## src/rtl/lenet_weight_loader.sv

```systemverilog
// Weight-load responder: on a per-layer request, streams that layer's weights then biases
// from weight SRAM into the systolic weight buffer. Define WEIGHT_LOADER_CHECKSUM_EN for checksum_o.
module lenet_weight_loader #(
  parameter int DATA_W   = 32,
  parameter int ADDR_W   = 16,
  parameter int L1_BASE  = 0,
  parameter int L1_NUM_W = 150,
  parameter int L1_NUM_B = 6,
  parameter int L2_BASE  = 156,
  parameter int L2_NUM_W = 2400,
  parameter int L2_NUM_B = 16
) (
  input  logic              clk_i,
  input  logic              rst_sync_n_i,
  input  logic              req_load_weight_i,
  input  logic [3:0]        layer_id_i,
  output logic              weight_loaded_o,
  output logic              err_o,
  output logic              mem_rd_en_o,
  output logic [ADDR_W-1:0] mem_addr_o,
  input  logic [DATA_W-1:0] mem_rdata_i,
  output logic              wt_valid_o,
  input  logic              wt_ready_i,
  output logic [DATA_W-1:0] wt_data_o,
  output logic              wt_is_bias_o,
  output logic              wt_last_o,
  output logic [31:0]       checksum_o
);

  typedef enum logic [2:0] {
    S_IDLE   = 3'd0,
    S_LOOKUP = 3'd1,
    S_STREAM = 3'd2,
    S_DRAIN  = 3'd3,
    S_DONE   = 3'd4
  } state_e;

  localparam logic [ADDR_W-1:0] ADDR_ONE = {{(ADDR_W-1){1'b0}}, 1'b1};

  state_e            state_q, state_d;
  logic [3:0]        layer_q, layer_d;
  logic [ADDR_W-1:0] rd_addr_q, rd_addr_d;
  logic [15:0]       total_q, total_d;
  logic [15:0]       num_w_q, num_w_d;
  logic [15:0]       issued_q, issued_d;
  logic [15:0]       delivered_q, delivered_d;
  logic              rd_en_q, rd_en_d;
  logic [ADDR_W-1:0] addr_q, addr_d;
  logic              rvalid_q, rvalid_d;
  logic [DATA_W-1:0] fifo_q [2];
  logic [DATA_W-1:0] fifo_d [2];
  logic              wr_ptr_q, wr_ptr_d;
  logic              rd_ptr_q, rd_ptr_d;
  logic [1:0]        fifo_cnt_q, fifo_cnt_d;
  logic              err_q, err_d;
  logic              loaded_q, loaded_d;

  logic              fifo_nonempty;
  logic              wt_valid;
  logic              pop;
  logic              push;
  logic              fifo_pop;
  logic              flush;
  logic              id_ok;
  logic [DATA_W-1:0] head;
  logic [2:0]        owned;

  // Head of the skid path: a word returning from SRAM bypasses the FIFO when it is empty.
  always_comb begin
    fifo_nonempty = (fifo_cnt_q != 2'd0);
    wt_valid      = fifo_nonempty | rvalid_q;
    head          = fifo_nonempty ? fifo_q[rd_ptr_q] : mem_rdata_i;
    pop           = wt_valid & wt_ready_i;
    push          = rvalid_q & ~(~fifo_nonempty & pop);
    fifo_pop      = pop & fifo_nonempty;
    // Words held or on their way after this cycle's pop; issuing is gated so this stays <= 2.
    owned         = {1'b0, fifo_cnt_q} + {2'b00, rvalid_q} + {2'b00, rd_en_q} - {2'b00, pop};
    id_ok         = (layer_q == 4'd1) | (layer_q == 4'd2);
  end

  // Next-state, read issue and FIFO bookkeeping.
  always_comb begin
    state_d     = state_q;
    layer_d     = layer_q;
    rd_addr_d   = rd_addr_q;
    total_d     = total_q;
    num_w_d     = num_w_q;
    issued_d    = issued_q;
    delivered_d = pop ? (delivered_q + 16'd1) : delivered_q;
    rd_en_d     = 1'b0;
    addr_d      = {ADDR_W{1'b0}};
    err_d       = 1'b0;
    loaded_d    = 1'b0;
    rvalid_d    = rd_en_q;
    flush       = 1'b0;
    fifo_d      = fifo_q;
    fifo_cnt_d  = fifo_cnt_q + {1'b0, push} - {1'b0, fifo_pop};
    if (push) begin
      fifo_d[wr_ptr_q] = mem_rdata_i;
      wr_ptr_d         = ~wr_ptr_q;
    end else begin
      wr_ptr_d         = wr_ptr_q;
    end
    rd_ptr_d = fifo_pop ? ~rd_ptr_q : rd_ptr_q;

    case (state_q)
      S_IDLE: begin
        if (req_load_weight_i) begin
          layer_d = layer_id_i;
          err_d   = ~((layer_id_i == 4'd1) | (layer_id_i == 4'd2));
          state_d = S_LOOKUP;
        end else begin
          state_d = S_IDLE;
        end
      end
      S_LOOKUP: begin
        if (!req_load_weight_i) begin
          // An unknown id already flagged err_o on entry, so only a valid load reports the drop.
          err_d   = id_ok;
          flush   = 1'b1;
          state_d = S_IDLE;
        end else if (id_ok) begin
          if (layer_q == 4'd1) begin
            addr_d    = ADDR_W'(L1_BASE);
            total_d   = 16'(L1_NUM_W + L1_NUM_B);
            num_w_d   = 16'(L1_NUM_W);
          end else begin
            addr_d    = ADDR_W'(L2_BASE);
            total_d   = 16'(L2_NUM_W + L2_NUM_B);
            num_w_d   = 16'(L2_NUM_W);
          end
          rd_en_d     = 1'b1;
          rd_addr_d   = addr_d + ADDR_ONE;
          issued_d    = 16'd1;
          delivered_d = 16'd0;
          state_d     = S_STREAM;
        end else begin
          loaded_d = 1'b1;
          state_d  = S_DONE;
        end
      end
      S_STREAM, S_DRAIN: begin
        if (!req_load_weight_i) begin
          err_d   = 1'b1;
          flush   = 1'b1;
          state_d = S_IDLE;
        end else if (pop && (delivered_q == total_q - 16'd1)) begin
          loaded_d = 1'b1;
          state_d  = S_DONE;
        end else if ((state_q == S_STREAM) && (issued_q != total_q) && (owned < 3'd2)) begin
          rd_en_d   = 1'b1;
          addr_d    = rd_addr_q;
          rd_addr_d = rd_addr_q + ADDR_ONE;
          issued_d  = issued_q + 16'd1;
          state_d   = (issued_d == total_q) ? S_DRAIN : S_STREAM;
        end else begin
          state_d   = (issued_q == total_q) ? S_DRAIN : state_q;
        end
      end
      S_DONE: begin
        if (req_load_weight_i) begin
          loaded_d = 1'b1;
          state_d  = S_DONE;
        end else begin
          loaded_d = 1'b0;
          state_d  = S_IDLE;
        end
      end
      default: begin
        flush   = 1'b1;
        state_d = S_IDLE;
      end
    endcase

    if (flush) begin
      rd_en_d    = 1'b0;
      addr_d     = {ADDR_W{1'b0}};
      rvalid_d   = 1'b0;
      fifo_cnt_d = 2'd0;
      wr_ptr_d   = 1'b0;
      rd_ptr_d   = 1'b0;
    end else begin
      fifo_cnt_d = fifo_cnt_d;
    end
  end

  // State registers with synchronous active-low reset.
  always_ff @(posedge clk_i) begin
    if (!rst_sync_n_i) begin
      state_q     <= S_IDLE;
      layer_q     <= 4'd0;
      rd_addr_q   <= {ADDR_W{1'b0}};
      total_q     <= 16'd0;
      num_w_q     <= 16'd0;
      issued_q    <= 16'd0;
      delivered_q <= 16'd0;
      rd_en_q     <= 1'b0;
      addr_q      <= {ADDR_W{1'b0}};
      rvalid_q    <= 1'b0;
      fifo_q      <= '{default: {DATA_W{1'b0}}};
      wr_ptr_q    <= 1'b0;
      rd_ptr_q    <= 1'b0;
      fifo_cnt_q  <= 2'd0;
      err_q       <= 1'b0;
      loaded_q    <= 1'b0;
    end else begin
      state_q     <= state_d;
      layer_q     <= layer_d;
      rd_addr_q   <= rd_addr_d;
      total_q     <= total_d;
      num_w_q     <= num_w_d;
      issued_q    <= issued_d;
      delivered_q <= delivered_d;
      rd_en_q     <= rd_en_d;
      addr_q      <= addr_d;
      rvalid_q    <= rvalid_d;
      fifo_q      <= fifo_d;
      wr_ptr_q    <= wr_ptr_d;
      rd_ptr_q    <= rd_ptr_d;
      fifo_cnt_q  <= fifo_cnt_d;
      err_q       <= err_d;
      loaded_q    <= loaded_d;
    end
  end

  assign weight_loaded_o = loaded_q;
  assign err_o           = err_q;
  assign mem_rd_en_o     = rd_en_q;
  assign mem_addr_o      = addr_q;
  assign wt_valid_o      = wt_valid;
  assign wt_data_o       = wt_valid ? head : {DATA_W{1'b0}};
  assign wt_is_bias_o    = wt_valid & (delivered_q >= num_w_q);
  assign wt_last_o       = wt_valid & (delivered_q == total_q - 16'd1);

`ifdef WEIGHT_LOADER_CHECKSUM_EN
  logic [31:0] csum_q, csum_d;

  // Region checksum: cleared at lookup, sums every word the buffer accepts.
  always_comb begin
    if (state_q == S_LOOKUP) begin
      csum_d = 32'd0;
    end else if (pop) begin
      csum_d = csum_q + 32'(head);
    end else begin
      csum_d = csum_q;
    end
  end

  // Checksum register.
  always_ff @(posedge clk_i) begin
    if (!rst_sync_n_i) begin
      csum_q <= 32'd0;
    end else begin
      csum_q <= csum_d;
    end
  end

  assign checksum_o = (state_q == S_DONE) ? csum_q : 32'd0;
`else
  assign checksum_o = 32'd0;
`endif

endmodule

```

## config.mk

```make
export PLATFORM = sky130hd
export DESIGN_NAME = lenet_weight_loader
export DESIGN_NICKNAME = d
export VERILOG_FILES = /design/src/rtl/lenet_weight_loader.sv
export SDC_FILE = /design/constraint.sdc
export NUM_CORES = 1
export LEC_CHECK = 0
export ABC_AREA = 1
export CAP_MARGIN = 25
export CORE_UTILIZATION = 40
export CTS_CLUSTER_DIAMETER = 100
export DETAILED_ROUTE_END_ITERATION = 7
export GPL_TIMING_DRIVEN = 0
export PLACE_DENSITY = 0.6
export SLEW_MARGIN = 20
export SYNTH_ARGS = -nofsm -noshare
export SYNTH_HDL_FRONTEND = slang
export SYNTH_SLANG_ARGS = --single-unit
```

## constraint.sdc

```tcl
create_clock -name clk_i -period 4.5 [get_ports clk_i]
set_input_delay 1.125 -clock clk_i [delete_from_list [all_inputs] [get_ports clk_i]]
set_output_delay 1.125 -clock clk_i [all_outputs]
set_load 0.05 [all_outputs]
```

# After elaboration in Yosys (flattened, before gate mapping)
# Index checks and enable logic that the tools add are counted.
# word_totals
reg_bits,175
in_bits,40
out_inout_bits,86
# classes
add_sub_neg,10
order_cmp,5
eq_ne,18
mux,63
bitwise_logic,17
n_reduce_logical,14
# ops
operator,n
$mux 16,22
$mux 32,6
$pmux 16 s2,3
$add 16x1->16 const B,4
$bwmux 64,1
$eq 16x16->1,3
$demux 32 s1,1
$mux 12,2
$mux 3,7
$ge 16x16->1,1
$ne 16x16->1,1
$sub 16x1->16 const B,1
$mux 1,15
$pmux 3 s4,1
$ne 2x2->1 const B,5
$eq 4x1->1 const B,2
$eq 4x2->1 const B,2
$mux 8,1
$and 1x1->1,6
$eq 3x2->1 const B,2
$not 1->1,6
$pmux 1 s3,2
$reduce_and 6->1,1
$reduce_or 2->1,3
other kinds (20),29

# Depth between registers and ports, before layout
# depth
ltp_word,10
ltp_mapped,23
mapped_depth_nobuf,19

# Worst setup path after synthesis
# Ideal clock, no wire load.
# synth_path
path_kind,in2reg
startpoint,input wt_ready_i
endpoint,register issued_q[2]
t_arrival_ns,3.940
setup_slack_ns,0.430
stages,18
path_cell_list,nand2_1 -> clkbuf_1 -> inv_1 -> ha_1 -> inv_1 -> ha_1 -> a21o_1 -> fa_1 -> nor3b_1 -> nand3_1 -> nor2_1 -> nand2_2 -> nand2_4 -> nand2_4 -> buf_8 -> buf_6 -> o21ai_0 -> nor2_1
# synth_via
elab_chain_cells,6
# synth_lines
item,line,text
start: declaration,23,"input logic wt_ready_i,"
$and 1x1->1 *,73,pop = wt_valid & wt_ready_i;
$sub 3x1->3,77,"owned = {1'b0, fifo_cnt_q} + {2'b00, rvalid_q} + {2'b00, rd_en_q} - {2'b00, pop};"
$lt 3x2->1,150,end else if ((state_q == S_STREAM) && (issued_q != total_q) && (owned < 3'd2)) begin
$logic_and 1x1->1,150,
$ne 2x2->1 (no line),-,
$reduce_and 6->1 (no line) *,-,
end signal: assignment,212,issued_q <= issued_d;
end: declaration,45,"logic [15:0] issued_q, issued_d;"
# Every way passes the cells marked *; elsewhere a longest branch is shown, timed or not.
# A chain may end at the register's enable or synchronous reset.

# Worst setup path after layout
# layout_path
startpoint,input wt_ready_i
endpoint,register issued_q[3]
# Same word-level chain as after synthesis.

==> impl_metrics.prom <==
# TYPE chip_impl_metric gauge
chip_impl_info{name="outcome",value="finished clean"} 1
chip_impl_metric{name="area_used_by_multi_input_combinational_logic",unit="sq um"} 4140
chip_impl_info{name="reg2reg_to",value="issued_q[3]"} 1
chip_impl_metric{name="dp.final_hpwl",unit="microns"} 16000
chip_impl_metric{name="max-slew-margin-rel",unit=""} 0.527
chip_impl_metric{name="die_area",unit="sq um"} 20600
chip_impl_metric{name="detailroute.via_count",unit=""} 7900
chip_impl_metric{name="post_layout_nonfiller_instances",unit=""} 1607
chip_impl_metric{name="number_of_endpoints_with_negative_hold_slack_in_the_final_report",unit=""} 0
chip_impl_metric{name="remaining_overflow_grt",unit=""} 0
chip_impl_metric{name="post_cts_resized",unit=""} 2
chip_impl_metric{name="avgViaCountPerCell",unit=""} 4.92
chip_impl_metric{name="finish.net_count",unit=""} 1389
chip_impl_metric{name="syn-instance-count",unit=""} 1188
chip_impl_metric{name="max_freq",unit="MHz"} 234
chip_impl_metric{name="critPathArrivalTime",unit="ps"} 4570
chip_impl_metric{name="r2r_slack",unit="ps"} 550
chip_impl_metric{name="antenna_violations_before_repair",unit=""} 0
chip_impl_metric{name="synthDistinctLibCells",unit=""} 44
chip_impl_metric{name="first_pass_iters",unit=""} 5
chip_impl_metric{name="drt_first_iter_violations",unit=""} 397
chip_impl_metric{name="final.setup.worst_slack",unit="ps"} 220
chip_impl_metric{name="synth_warnings",unit=""} 0
chip_impl_metric{name="synthSimpleGateAreaFrac",unit=""} 0.260
chip_impl_metric{name="port_buffers",unit=""} 93
chip_impl_info{name="hold_end",value="fifo_q[54]"} 1
chip_impl_metric{name="starting_density_of_the_core",unit=""} 0.411
chip_impl_metric{name="synth.avg_cell_area",unit="sq um"} 6.75
chip_impl_metric{name="worst_path_maximum_fanout",unit=""} 11
chip_impl_metric{name="maxSlewViolCount",unit=""} 0
chip_impl_metric{name="hold_bufs_inserted_after_cts",unit=""} 0
chip_impl_metric{name="drv.max_cap_violation_count",unit=""} 0
chip_impl_metric{name="totalWireLength",unit="microns"} 21900
chip_impl_info{name="crit_type",value="in -> reg"} 1
chip_impl_metric{name="hold_slack",unit="ps"} 442
chip_impl_metric{name="cts_inserted_buffers",unit=""} 17
chip_impl_metric{name="groute.usage.overall",unit=""} 0.219
chip_impl_metric{name="setup-violations-final",unit=""} 0
chip_impl_metric{name="floorplan.rows",unit=""} 51
chip_impl_info{name="setup.worst_path.start_class",value="input port"} 1
chip_impl_info{name="synth_top_cells_by_count",value="sky130_fd_sc_hd__nand2_1 (191), sky130_fd_sc_hd__o21ai_0 (158), sky130_fd_sc_hd__dfxtp_1 (146)"} 1
chip_impl_metric{name="synth-edff-count",unit=""} 0
chip_impl_info{name="most_frequently_used_cell_type_in_the_post_synthesis_netlist",value="sky130_fd_sc_hd__nand2_1"} 1
chip_impl_metric{name="power",unit="mW"} 3.38
chip_impl_metric{name="dp.cells",unit=""} 1577
chip_impl_metric{name="first_global_vias",unit=""} 7270
chip_impl_metric{name="asyncSetResetFlopFracSynth",unit=""} 0
chip_impl_metric{name="clock-sinks",unit=""} 146
chip_impl_metric{name="ys_ff_latch",unit=""} 146
chip_impl_metric{name="detailed_place.area",unit="sq um"} 9400
chip_impl_metric{name="synth_sequential_area_ratio",unit=""} 0.365
chip_impl_info{name="ctsRootBufferMaster",value="sky130_fd_sc_hd__clkbuf_16"} 1
chip_impl_metric{name="antennaDiodeCount",unit=""} 0
chip_impl_info{name="holdCritStartpoint",value="fifo_q[54]"} 1
chip_impl_metric{name="powerDensity",unit="nW/um^2"} 338
chip_impl_metric{name="detail_routed_net_length_per_standard_cell",unit="microns"} 13.6
chip_impl_metric{name="vdd_ir_drop_max",unit="uV"} 292
chip_impl_metric{name="worstSkewPairLatency",unit="ps"} 420
chip_impl_metric{name="ratio_of_cells_with_drive_above_1_in_the_final_layout",unit=""} 0.0782
chip_impl_info{name="worstHoldPathType",value="reg -> reg"} 1
chip_impl_metric{name="worstHoldPathCells",unit=""} 2
chip_impl_info{name="critical_path.endpoint_type",value="flop"} 1
chip_impl_info{name="synth_largest_area_cell",value="sky130_fd_sc_hd__dfxtp_1"} 1
chip_impl_metric{name="layout-area-overhead-vs-synth",unit="%"} 24.6
chip_impl_metric{name="area_taken_by_flip_flops_and_latches",unit="sq um"} 2920
chip_impl_metric{name="postCtsSetupBuffers",unit=""} 0
chip_impl_metric{name="core_area",unit="sq um"} 19500
chip_impl_metric{name="synth_compound_area_frac",unit=""} 0.183
chip_impl_metric{name="yosys.area_share.adder",unit=""} 0.0306
chip_impl_info{name="rsz_0062_raised_after_global_routing",value="no"} 1
chip_impl_metric{name="post_synth_instance_area",unit="sq um"} 8020
chip_impl_metric{name="required_worst_endpoint",unit="ps"} 4790
chip_impl_metric{name="synthMuxAreaShare",unit=""} 0
chip_impl_info{name="yosys_most_used_dff",value="sky130_fd_sc_hd__dfxtp_1"} 1
chip_impl_metric{name="worstMarginPinSlew",unit="ps"} 709
chip_impl_metric{name="die-width",unit="microns"} 144
chip_impl_metric{name="n_fill_cell",unit=""} 2024
chip_impl_info{name="synth_top_family_by_area",value="simple AND/OR/NAND/NOR gates"} 1
chip_impl_metric{name="drtAntennaViolNets",unit=""} 0
chip_impl_info{name="tritoncts_clock_tree",value="yes"} 1
chip_impl_metric{name="place_ws",unit="ps"} -820
chip_impl_metric{name="fin_area",unit="sq um"} 9990
chip_impl_metric{name="routability_driven_placement_congestion_ratio",unit=""} 0.897
chip_impl_metric{name="die_y",unit="microns"} 144
chip_impl_metric{name="detail_route.drc_violations",unit=""} 0
chip_impl_metric{name="ff2ff_path_depth",unit=""} 19
chip_impl_metric{name="post-synth-top-area-fraction",unit=""} 0.365
chip_impl_metric{name="finalClockSkew",unit="ps"} 8.75
chip_impl_metric{name="h_tree_lvls",unit=""} 4
chip_impl_metric{name="io-pin-count",unit=""} 126
chip_impl_info{name="reg2reg_from",value="fifo_cnt_q[1]"} 1
chip_impl_info{name="synthTopCellsByArea",value="sky130_fd_sc_hd__dfxtp_1 (36%), sky130_fd_sc_hd__o21ai_0 (9.9%), sky130_fd_sc_hd__nand2_1 (8.9%)"} 1
chip_impl_metric{name="grt_start_max_net_pins",unit=""} 17
chip_impl_metric{name="finalCriticalPeriod",unit="ps"} 4280
chip_impl_metric{name="clkTransAtPathRegs",unit="ps"} 60
chip_impl_metric{name="synth_xor_area_frac",unit=""} 0.0262
chip_impl_metric{name="timing.final.crit_share",unit=""} 0.951
chip_impl_metric{name="grt_pass1_wl",unit="microns"} 35500
chip_impl_metric{name="static-leakage-power",unit="nW"} 3.72
chip_impl_metric{name="clock_path_buffers",unit=""} 2
==> critical path, cell delays in order <==
cell and delay (ps):
sky130_fd_sc_hd__clkdlybuf4s50_1 620, sky130_fd_sc_hd__nand2_4 150, sky130_fd_sc_hd__inv_2 150, sky130_fd_sc_hd__ha_1 240, sky130_fd_sc_hd__inv_1 50, sky130_fd_sc_hd__ha_1 210
sky130_fd_sc_hd__a21o_1 190, sky130_fd_sc_hd__fa_1 430, sky130_fd_sc_hd__nor3b_1 310, sky130_fd_sc_hd__nand3_1 110, sky130_fd_sc_hd__nor2_1 170, sky130_fd_sc_hd__nand2_2 110
sky130_fd_sc_hd__nand2_4 120, sky130_fd_sc_hd__nand2_4 60, sky130_fd_sc_hd__buf_8 150, sky130_fd_sc_hd__buf_6 140, sky130_fd_sc_hd__o21ai_0 160, sky130_fd_sc_hd__nor2_1 50
==> registers in the layout, summed over array words and instances, names as in the netlist <==
register	flops
delivered_q	16
rvalid_q	1
rd_ptr_q	1
wr_ptr_q	1
fifo_cnt_q	2
fifo_q	64
mem_addr_o	16
issued_q	16
err_o	1
total_q	1
rd_addr_q	16
layer_q	4
num_w_q	2
state_q	3
mem_rd_en_o	1
weight_loaded_o	1
==> metal layers <==
layer	GRT usage	wire length, microns	share of wire
met1	0.291	10500	0.48
met2	0.361	10100	0.46
met3	0.0323	880	0.040
met4	0.0745	372	0.017
met5	0	0	0
==> layout by cell type (no fill, tap or decap), drive strengths merged, types with 21 or more instances in the layout <==
master	netlist	layout
a21oi	102	102
buf	46	46
clkbuf	44	63
clkdlybuf4s50	0	93
conb	1	32
dfxtp	146	146
inv	144	146
nand2	203	203
nand3	88	88
nand4	21	21
nor2	133	133
nor3	21	21
o21ai	161	161
xor2	22	22
==> logic make-up (layout without fill, tap and decap cells) <==
group	count (synthesis)	count (layout)
AO/OA/AOI/OAI	279	279
XOR/XNOR	24	24
adder cells (fa/ha/maj)	19	19
buffers and inverters	240	363
flip-flops	146	146
other	1	32
AND/OR/NAND/NOR	479	479
==> power by group <==
group / switching, mW / total, mW / internal (mW)
clock network: 0.567 / 1.41 / 0.846
registers: 0.0317 / 1.36 / 1.33
logic: 0.409 / 0.606 / 0.197
total: 1.01 / 3.38 / 2.37
==> worst max-delay path by stage <==
stage / startpoint / endpoint / slack (ps) / cells past startpoint
finish: wt_ready_i / issued_q[3] / 220 / 18
floorplan: wt_ready_i / issued_q[2] / 430 / 18
CTS: wt_ready_i / issued_q[3] / 50 / 18
global placement: wt_ready_i / rd_addr_q[10] / -780 / 17
detailed placement: wt_ready_i / rd_addr_q[10] / -820 / 18
global route: wt_ready_i / issued_q[9] / 9 / 19
==> per-stage QoR <==
step                 util  TNS, ps
floorplan               -        0
global placement    0.481   -27850
detailed placement  0.481   -29450
CTS                 0.511        0
global route        0.512        0
finish              0.512        0
==> area by class of cell <==
class                           count  area share
Buffer                             89      0.0512
Clock buffer                       20      0.0457
Clock inverter                     11      0.0130
Inverter                          150      0.0569
Multi-Input combinational cell    833       0.414
Sequential cell                   146       0.293
Tap cell                          265      0.0332
Timing Repair Buffer               93      0.0932
Note: power is estimated with default switching activity, not from simulation.
